$ cat src/rtl/edge_event_monitor_pkg.sv
// Shared constants and helpers for the edge event monitor.
// Imported by the channel slice and the top level.
package edge_event_monitor_pkg;

    localparam int EDGE_RISE = 0;
    localparam int EDGE_FALL = 1;
    localparam int EDGE_BOTH = 2;

    function automatic int clog2(input int v);
        int r;
        int x;
        r = 0;
        x = v - 1;
        while (x > 0) begin
            r++;
            x = x >> 1;
        end
        return r;
    endfunction

    // A single channel still needs a one-bit select.
    function automatic int sel_width(input int ch);
        return (clog2(ch) < 1) ? 1 : clog2(ch);
    endfunction

endpackage

$ cat src/rtl/edge_event_channel.sv
// One monitored channel: optional synchronizer, edge detector, counter, ovf.
// EDGE_MONITOR_SYNC_EN adds a two-flop input synchronizer.
module edge_event_channel
    import edge_event_monitor_pkg::*;
#(
    parameter int CNT_W     = 8,
    parameter int EDGE_MODE = EDGE_RISE
) (
    input  logic             clk,
    input  logic             resetn,
    input  logic             h,
    input  logic             primed,
    input  logic             clear,
    output logic             i,
    output logic [CNT_W-1:0] cnt_nxt,
    output logic             ovf
);

    logic             h_s;
    logic             h_q;
    logic             rise;
    logic             fall;
    logic             ev;
    logic             ovf_nxt;
    logic [CNT_W-1:0] cnt;

`ifdef EDGE_MONITOR_SYNC_EN
    logic [1:0] sync;

    always_ff @(posedge clk or negedge resetn) begin
        if (!resetn) begin
            sync <= 2'b00;
        end else begin
            sync <= {sync[0], h};
        end
    end

    assign h_s = sync[1];
`else
    assign h_s = h;
`endif

    assign rise = h_s & ~h_q;
    assign fall = ~h_s & h_q;

    always_comb begin
        ev = 1'b0;
        case (EDGE_MODE)
            EDGE_FALL: ev = fall;
            EDGE_BOTH: ev = rise | fall;
            default:   ev = rise;
        endcase
        ev = ev & primed;
    end

    // Clear wins over a coincident event for counting only.
    always_comb begin
        cnt_nxt = cnt;
        ovf_nxt = ovf;
        if (clear) begin
            cnt_nxt = '0;
            ovf_nxt = 1'b0;
        end else if (ev) begin
            cnt_nxt = cnt + CNT_W'(1);
            if (&cnt) begin
                ovf_nxt = 1'b1;
            end
        end
    end

    always_ff @(posedge clk or negedge resetn) begin
        if (!resetn) begin
            h_q <= 1'b0;
            i   <= 1'b0;
            cnt <= '0;
            ovf <= 1'b0;
        end else begin
            h_q <= h_s;
            i   <= ev;
            cnt <= cnt_nxt;
            ovf <= ovf_nxt;
        end
    end

endmodule

$ cat src/rtl/edge_event_monitor.sv
// Multi-channel edge event monitor: priming, channel array, count readout.
// EDGE_MONITOR_SYNC_EN synchronizes inputs and extends the priming window.
module edge_event_monitor
    import edge_event_monitor_pkg::*;
#(
    parameter int CHANNELS  = 4,
    parameter int CNT_W     = 8,
    parameter int EDGE_MODE = EDGE_RISE,
    parameter int SEL_W     = 2
) (
    input  logic                clk,
    input  logic                resetn,
    input  logic [CHANNELS-1:0] h,
    input  logic                clear,
    input  logic [SEL_W-1:0]    sel,
    output logic [CHANNELS-1:0] i,
    output logic [CNT_W-1:0]    count_o,
    output logic [CHANNELS-1:0] ovf
);

    if (SEL_W != sel_width(CHANNELS)) begin : g_bad_sel
        $error("SEL_W must equal clog2(CHANNELS)");
    end

    if (EDGE_MODE > EDGE_BOTH || EDGE_MODE < EDGE_RISE) begin : g_bad_mode
        $error("EDGE_MODE must be 0, 1 or 2");
    end

    logic             primed;
    logic [CNT_W-1:0] cnt_nxt [CHANNELS];
    logic [CNT_W-1:0] count_d;

`ifdef EDGE_MONITOR_SYNC_EN
    // Three edges flush the synchronizer and load h_q before counting.
    logic [1:0] prime_cnt;

    always_ff @(posedge clk or negedge resetn) begin
        if (!resetn) begin
            prime_cnt <= 2'd0;
        end else if (prime_cnt != 2'd3) begin
            prime_cnt <= prime_cnt + 2'd1;
        end
    end

    assign primed = (prime_cnt == 2'd3);
`else
    logic primed_q;

    always_ff @(posedge clk or negedge resetn) begin
        if (!resetn) begin
            primed_q <= 1'b0;
        end else begin
            primed_q <= 1'b1;
        end
    end

    assign primed = primed_q;
`endif

    for (genvar n = 0; n < CHANNELS; n++) begin : g_ch
        edge_event_channel #(
            .CNT_W     (CNT_W),
            .EDGE_MODE (EDGE_MODE)
        ) u_ch (
            .clk     (clk),
            .resetn  (resetn),
            .h       (h[n]),
            .primed  (primed),
            .clear   (clear),
            .i       (i[n]),
            .cnt_nxt (cnt_nxt[n]),
            .ovf     (ovf[n])
        );
    end

    // Out-of-range selects match no channel and read as zero.
    always_comb begin
        count_d = '0;
        for (int k = 0; k < CHANNELS; k++) begin
            if (sel == SEL_W'(k)) begin
                count_d = cnt_nxt[k];
            end
        end
    end

    always_ff @(posedge clk or negedge resetn) begin
        if (!resetn) begin
            count_o <= '0;
        end else begin
            count_o <= count_d;
        end
    end

endmodule

$ cat config.mk
export PLATFORM = sky130hd
export DESIGN_NAME = edge_event_monitor
export DESIGN_NICKNAME = d
export VERILOG_FILES = /design/src/rtl/edge_event_monitor_pkg.sv /design/src/rtl/edge_event_channel.sv /design/src/rtl/edge_event_monitor.sv
export SDC_FILE = /design/constraint.sdc
export NUM_CORES = 1
export LEC_CHECK = 0
export BUFFER_PORTS_ARGS = -buffer_cell sky130_fd_sc_hd__buf_4
export CAP_MARGIN = 40
export CORE_UTILIZATION = 37
export CTS_CLUSTER_SIZE = 8
export DETAILED_ROUTE_END_ITERATION = 7
export PLACE_DENSITY = 0.53
export SYNTH_ARGS = -nofsm -noshare
export SYNTH_HDL_FRONTEND = slang
export SYNTH_SLANG_ARGS = --single-unit
$ cat constraint.sdc
create_clock -name clk -period 3.9 [get_ports clk]
set_input_delay 0.78 -clock clk [delete_from_list [all_inputs] [get_ports clk]]
set_output_delay 0.78 -clock clk [all_outputs]
set_load 0.02 [all_outputs]
==> run_results.csv, run 1 <==
group,metric,value,unit
synth,synth_cell_type_count,33,
drt,drt_iter0_drc,105,
grt,grt_max_degree,54,
worst_setup_path,slowest_delay,0.66,ns
layout,syn2layout_area_growth,11.98,%
worst_setup_path,endpoint,"count_o[5]",
worst_setup_path,reg2reg_from,"primed",
sta,tns,0,ns
synth,syn_inst,233,
worst_setup_path,cp.depth,4,
cts,post_cts_resized,0,
synth,yosys.area.top_type_share,52.04,%
layout,drive_above_1_share,16.60,%
power_and_ir_drop,internal-power,831.8,uW
drt,via_count,1820,
power_and_ir_drop,p_sw_share,22.16,%
worst_setup_path,startpoint,"primed",
synth,ys_seq_elements,53,
cts,htreeDepth,2,
sta,maxSlewViolCount,0,
drt,ant_nets,0,
worst_setup_path,crit_required,4.09,ns
worst_setup_path,slowest_stage,"dfrtp_1",
synth,synthTopCellsByArea,"dfrtp_1 52%, mux4_2 4.4%, a21oi_1 3.5%",
sta,rsz0062_at_grt,"false",
power_and_ir_drop,pwr-share-clk,41.8,%
grt,grt_pass1_wl,8.942,mm
drt,wl_per_cell,16.74,um
sta,max_freq,440.4,MHz
worst_setup_path,reg2reg_depth,4,
worst_hold_path,hold_class,"in2async",
drt,routed_wl,5.424,mm
worst_setup_path,regToRegSetupSlack,1.63,ns
synth,synth_top_family_by_area,"simple AND/OR/NAND/NOR gates",
synth,synth.area.mux_share,6.431,%
drt,first_pass_iters,4,
drt,viasPerCell,5.617,
sta,fin_crit,2.271,ns
sta,hold_viol_final,0,
worst_setup_path,r2r-end,"count_o[5]",
grt,grt_pass1_vias,1693,
floorplanning,core_area,0.006495,mm^2
synth,synthSimpleGateAreaFrac,19.15,%
synth,synth_compound_area_share,12.81,%
sta,min_period_over_period,58.22,%
synth,synth-adder-area-share,1.964,%
layout,diodes,0,
placement,dp_cells,316,
floorplanning,rows,29,
grt,grt-ovfl-total,0,
floorplanning,die_w,85.00,um
floorplanning,dieHeight,85.00,um
placement,hpwlAfterDp,3.713,mm
power_and_ir_drop,p_per_area,374.4,mW/mm^2
layout,final_cell_mix,"53 x dfrtp_1, 24 x buf_4, 22 x nor2_1",
synth,synth-xor-area-share,2.749,%
placement,port_buffers,24,
synth,syn_nets,246,
layout,fillers,632,
cts,post_cts_buffers,0,
drt,drc,0,
worst_setup_path,worstSetupEndpointType,"register",
cts,cts_max_path_buffers,2,
worst_setup_path,start_kind,"register",
grt,antenna_found_initial,0,
layout,mostFrequentLayoutCell,"dfrtp_1",
power_and_ir_drop,p_seq_share,52.8,%
floorplanning,io_pins,25,
synth,synth_seq_area_share,52.04,%
power_and_ir_drop,peakVddDrop,0.0001534,V
sta,slew_headroom,53.76,%
cts,cts_root_buf,"clkbuf_8",
worst_setup_path,cp_num_buf_inv,0,
outcome,status,"finished clean",
cts,insertion_delay,0.31,ns
layout,final_nets,259,
synth,syn_avg_cell_area,10.94,um^2
worst_setup_path,cp_top_family,"simple AND/OR/NAND/NOR gates",
power_and_ir_drop,p_comb_share,5.4,%
power_and_ir_drop,power.switching,236.8,uW
worst_setup_path,path_class,"reg2reg",
layout,final_cell_count_no_fill,324,
worst_setup_path,worstPathCellList,"nand4b_1, o31ai_1, a211oi_1, or4_1",
floorplanning,initial_core_util,39.24,%
cts,cts.clk_slew.worst_paths,0.10,ns
cts,cts.hold.buffers_added,0,
synth,ys_warn_count,0,
cts,clock_sinks,53,
placement,place.gp.congestion,0.7366,
sta,max_slew.worst_pin.slew,0.6937,ns
floorplanning,dieArea,0.007224,mm^2
sta,skew,0.005095,ns
sta,setup_viol,0,
synth,synth_top_cell_by_area,"dfrtp_1",
power_and_ir_drop,leakage,0.001280,uW
cts,cts_buffers,5,
power_and_ir_drop,total_power,1069,uW
cts,cts_tree,"built",
synth,synth.cell_area,0.002549,mm^2
worst_setup_path,cp_max_fo,12,
worst_setup_path,arrival,2.46,ns
run,cap_violations,0,
grt,grt_usage,16.31,%
metrics by stage:
step                instance area (um^2)  util (%)  setup WS (ns)  hold WS [ns]
floorplan                           2549         -          1.829        0.4637
global placement                    2720     41.88          1.473        0.4919
detailed placement                  2720     41.88          1.470        0.5016
CTS                                 2854     43.94          1.606        0.5249
global route                        2854     43.94          1.375        0.5529
finish                              2854     43.94          1.630        0.5072
sequential cells by signal, indices dropped and copies added (netlist names):
register and flops:
g_ch.u_ch.cnt 32, primed 1, g_ch.u_ch.h_q 4, g_ch.u_ch.i 4
count_o 8, g_ch.u_ch.ovf 4
power by group through the flow:
stage          registers (uW)  clock network, uW  logic, uW
4_1_cts                   564                456       59.2
5_1_grt                   566                478       65.1
6_report                  564                446       57.7
3_3_place_gp              575                  0       58.7
3_5_place_dp              575                  0       59.1
2_1_floorplan             574                  0       32.7
worst min path at each step:
| stage | to | cells past startpoint | slack [ns] |
|---|---|---|---|
| floorplan | g_ch[0].u_ch.ovf | 2 | 0.46 |
| global placement | g_ch[0].u_ch.ovf | 2 | 0.49 |
| detailed placement | g_ch[2].u_ch.ovf | 2 | 0.50 |
| CTS | g_ch[2].u_ch.ovf | 2 | 0.52 |
| global route | g_ch[1].u_ch.ovf | 2 | 0.55 |
| finish | g_ch[2].u_ch.h_q | 1 | 0.51 |
per-layer routing:
metal  share of wire (%)  GRT usage [%]  vias up  wire length [um]
met5                   0              0        -                 0
met4                0.77          5.547        0                42
met3                 2.8          3.016        4               154
met2                  46          24.56       30              2479
met1                  51          23.68      899              2747
li1                    -              -      887                 -
synthesized netlist by cell type:
cell	n
nand3_1	2
or2_2	1
nand2b_1	2
inv_1	4
a21o_1	1
a2111oi_0	3
a211oi_1	9
nand2_1	11
nand4b_1	6
a21oi_1	18
mux2_2	1
ha_1	4
a31oi_1	4
o21ai_0	10
buf_6	1
or3_1	10
o31ai_1	8
nand3b_1	4
buf_4	8
nand4_1	8
nand4b_2	1
xor2_1	8
nor2_1	22
conb_1	1
or4_1	11
nand4b_4	1
buf_1	3
clkbuf_1	6
dfrtp_1	53
mux4_2	5
nor4_1	1
nor2b_1	2
mux2i_1	4
logic make-up after synthesis:
family,count (synthesis)
multiplexers,10
buffers and inverters,22
AND/OR/NAND/NOR,82
flip-flops,53
AO/OA/AOI/OAI,53
XOR/XNOR,8
adder cells (fa/ha/maj),4
other,1
area by class of cell:
class                           instances  area (um^2)  area share [%]
Sequential cell                        53         1326           46.47
Tap cell                               77        96.34           3.376
Timing Repair Buffer                   24        180.2           6.313
Inverter                                4        15.01          0.5261
Clock buffer                            5        68.82           2.411
Clock inverter                          3        65.06           2.280
Multi-Input combinational cell        158         1102           38.62
No activity file was read; power rests on OpenSTA's default activity.
==> run 2: changes to the inputs <==
- clock period: 3.9 -> 2.3 ns (I/O delays scaled with it)
==> run 2 against run 1 <==
  * Combinational power increased by 84%
  * Die area unchanged
  * Clock power increased by 22%
  * Fmax increased by 10%
  * Via count increased by 0.71%
  * Routed wire length decreased by 0.55%
  * Setup slack got worse by 1.4 ns
  * Highest routed layer unchanged
==> run_results.csv, run 2 (synthesis results as in run 1) <==
group,metric,value,unit
floorplanning,initial_core_util,39.24,%
grt,grt_pass1_wl,8.963,mm
cts,cts_buffers,5,
layout,largest_reg_flops,32,
grt,antenna_found_initial,0,
layout,final_cell_mix,"53 x dfrtp_1, 26 x buf_4, 22 x nor2_1",
power_and_ir_drop,p_comb_share,6.6,%
placement,port_buffers,24,
sta,fin_ws,0.2447,ns
worst_setup_path,cp_max_fo,11,
power_and_ir_drop,total_power,1606,uW
sta,rsz0062_at_grt,"false",
drt,routed_wl,5.394,mm
drt,via_count,1833,
cts,cts.clk_slew.worst_paths,0.10,ns
power_and_ir_drop,p_per_area,564.1,mW/mm^2
worst_setup_path,start_kind,"register",
layout,regMostFlops,"g_ch.u_ch.cnt",
outcome,status,"finished clean",
grt,grt_usage,16.27,%
layout,diodes,0,
power_and_ir_drop,p_sw_share,25.45,%
worst_setup_path,arrival,2.25,ns
cts,cts_tree,"built",
layout,drive_above_1_share,17.60,%
sta,min_period_over_period,89.36,%
layout,reg.largest.list,"g_ch.u_ch.cnt (32), count_o (8)",
cts,insertion_delay,0.31,ns
power_and_ir_drop,power.switching,408.8,uW
layout,seqCellArea,0.001326,mm^2
floorplanning,rows,29,
placement,place.gp.congestion,0.7438,
worst_setup_path,slowest_stage,"or4_1",
run,cap_violations,0,
cts,cts_root_buf,"clkbuf_8",
cts,htreeDepth,2,
worst_setup_path,worstSetupEndpointType,"register",
power_and_ir_drop,peakVddDrop,0.0003035,V
power_and_ir_drop,pwr-share-clk,34.0,%
sta,max_slew.worst_pin.slew,0.6750,ns
drt,drt_iter0_drc,108,
sta,fin_crit,2.055,ns
placement,hpwlAfterDp,3.835,mm
power_and_ir_drop,leakage,0.001266,uW
worst_setup_path,crit_required,2.49,ns
sta,skew,0.008840,ns
layout,final_nets,262,
cts,cts.hold.buffers_added,0,
drt,ant_nets,0,
layout,syn2layout_area_growth,11.73,%
drt,wl_per_cell,16.50,um
floorplanning,core_area,0.006495,mm^2
drt,first_pass_iters,4,
cts,post_cts_resized,0,
sta,setup_viol,0,
grt,grt-ovfl-total,0,
sta,hold_slack,0.1783,ns
layout,multi_input_area,0.001104,mm^2
sta,tns,0,ns
floorplanning,die_w,85.00,um
worst_hold_path,hold_class,"in2async",
grt,grt_max_degree,54,
sta,max_freq,486.6,MHz
floorplanning,io_pins,25,
power_and_ir_drop,p_seq_share,59.4,%
cts,post_cts_buffers,0,
floorplanning,dieHeight,85.00,um
layout,mostFrequentLayoutCell,"dfrtp_1",
sta,slew_headroom,55.00,%
drt,viasPerCell,5.606,
grt,grt_pass1_vias,1751,
worst_setup_path,slowest_delay,0.53,ns
layout,fin_util,43.85,%
sta,maxSlewViolCount,0,
power_and_ir_drop,internal-power,1198,uW
sta,hold_viol_final,0,
drt,drc,0,
placement,pre_cts_ws,0.2018,ns
cts,cts_max_path_buffers,2,
layout,fillers,611,
worst_setup_path,worstPathCellList,"nand4b_1, o31ai_1, a211oi_1, or4_1",
cts,clock_sinks,53,
worst_setup_path,path_class,"reg2reg",
floorplanning,dieArea,0.007224,mm^2
## run 2: cell count changes in the layout (fill, tap and decap cells not counted), sizes merged
cell and delta:
clkinv -1, bufinv -2, buf +3, clkinvlp +3
## run 2: metrics by stage
stage               area (um^2)  std cells
floorplan                  2549        233
detailed placement         2755        319
global route               2848        327
CTS                        2846        327
finish                     2848        327
global placement           2755        319
## run 2: cell type report
class	instances	share of cell area, %
flip-flops and latches	53	46.57
clock inverters	3	0.7909
well taps	77	3.383
clock buffers	5	2.417
repair buffers	27	7.557
inverters	4	0.5272
multi-input cells	158	38.75
## run 2: metal layers
layer	GRT usage, %	up-vias	share of wire [%]
met3	3.113	8	4.1
met4	5.547	0	1.3
li1	-	898	-
met2	23.90	41	44
met1	24.06	886	51
met5	0	-	0
## run 2: final timing paths
| path | startpoint | end | slack (ns) | depth (start not counted) |
|---|---|---|---|---|
| worst min-delay path | resetn | g_ch[2].u_ch.ovf | 0.18 | 1 |
| worst max-delay path | primed | count_o[5] | 0.24 | 4 |
| worst min register to register | g_ch[1].u_ch.ovf | g_ch[1].u_ch.ovf | 0.52 | 2 |
| max in group asynchronous | resetn | g_ch[1].u_ch.cnt[5] | 1.68 | 1 |
| min in group clk | h[1] | g_ch[1].u_ch.h_q | 0.28 | 1 |
| worst max register to register | primed | count_o[5] | 0.24 | 4 |
## run 2: power by group through the flow
stage,combinational (uW),clock (uW),sequential [uW]
after floorplan,55.4,0,973
after global placement,109,0,972
after detailed placement,109,0,973
after CTS,109,565,955
after global routing,119,605,956
final,106,545,954
## run 2: critical path, delay by kind of cell (launching register included)
kind	cells	cell delay, ns
and+or+nand+nor	2	0.89
AOI/OAI and AO/OA	2	0.56
DFF	1	0.49
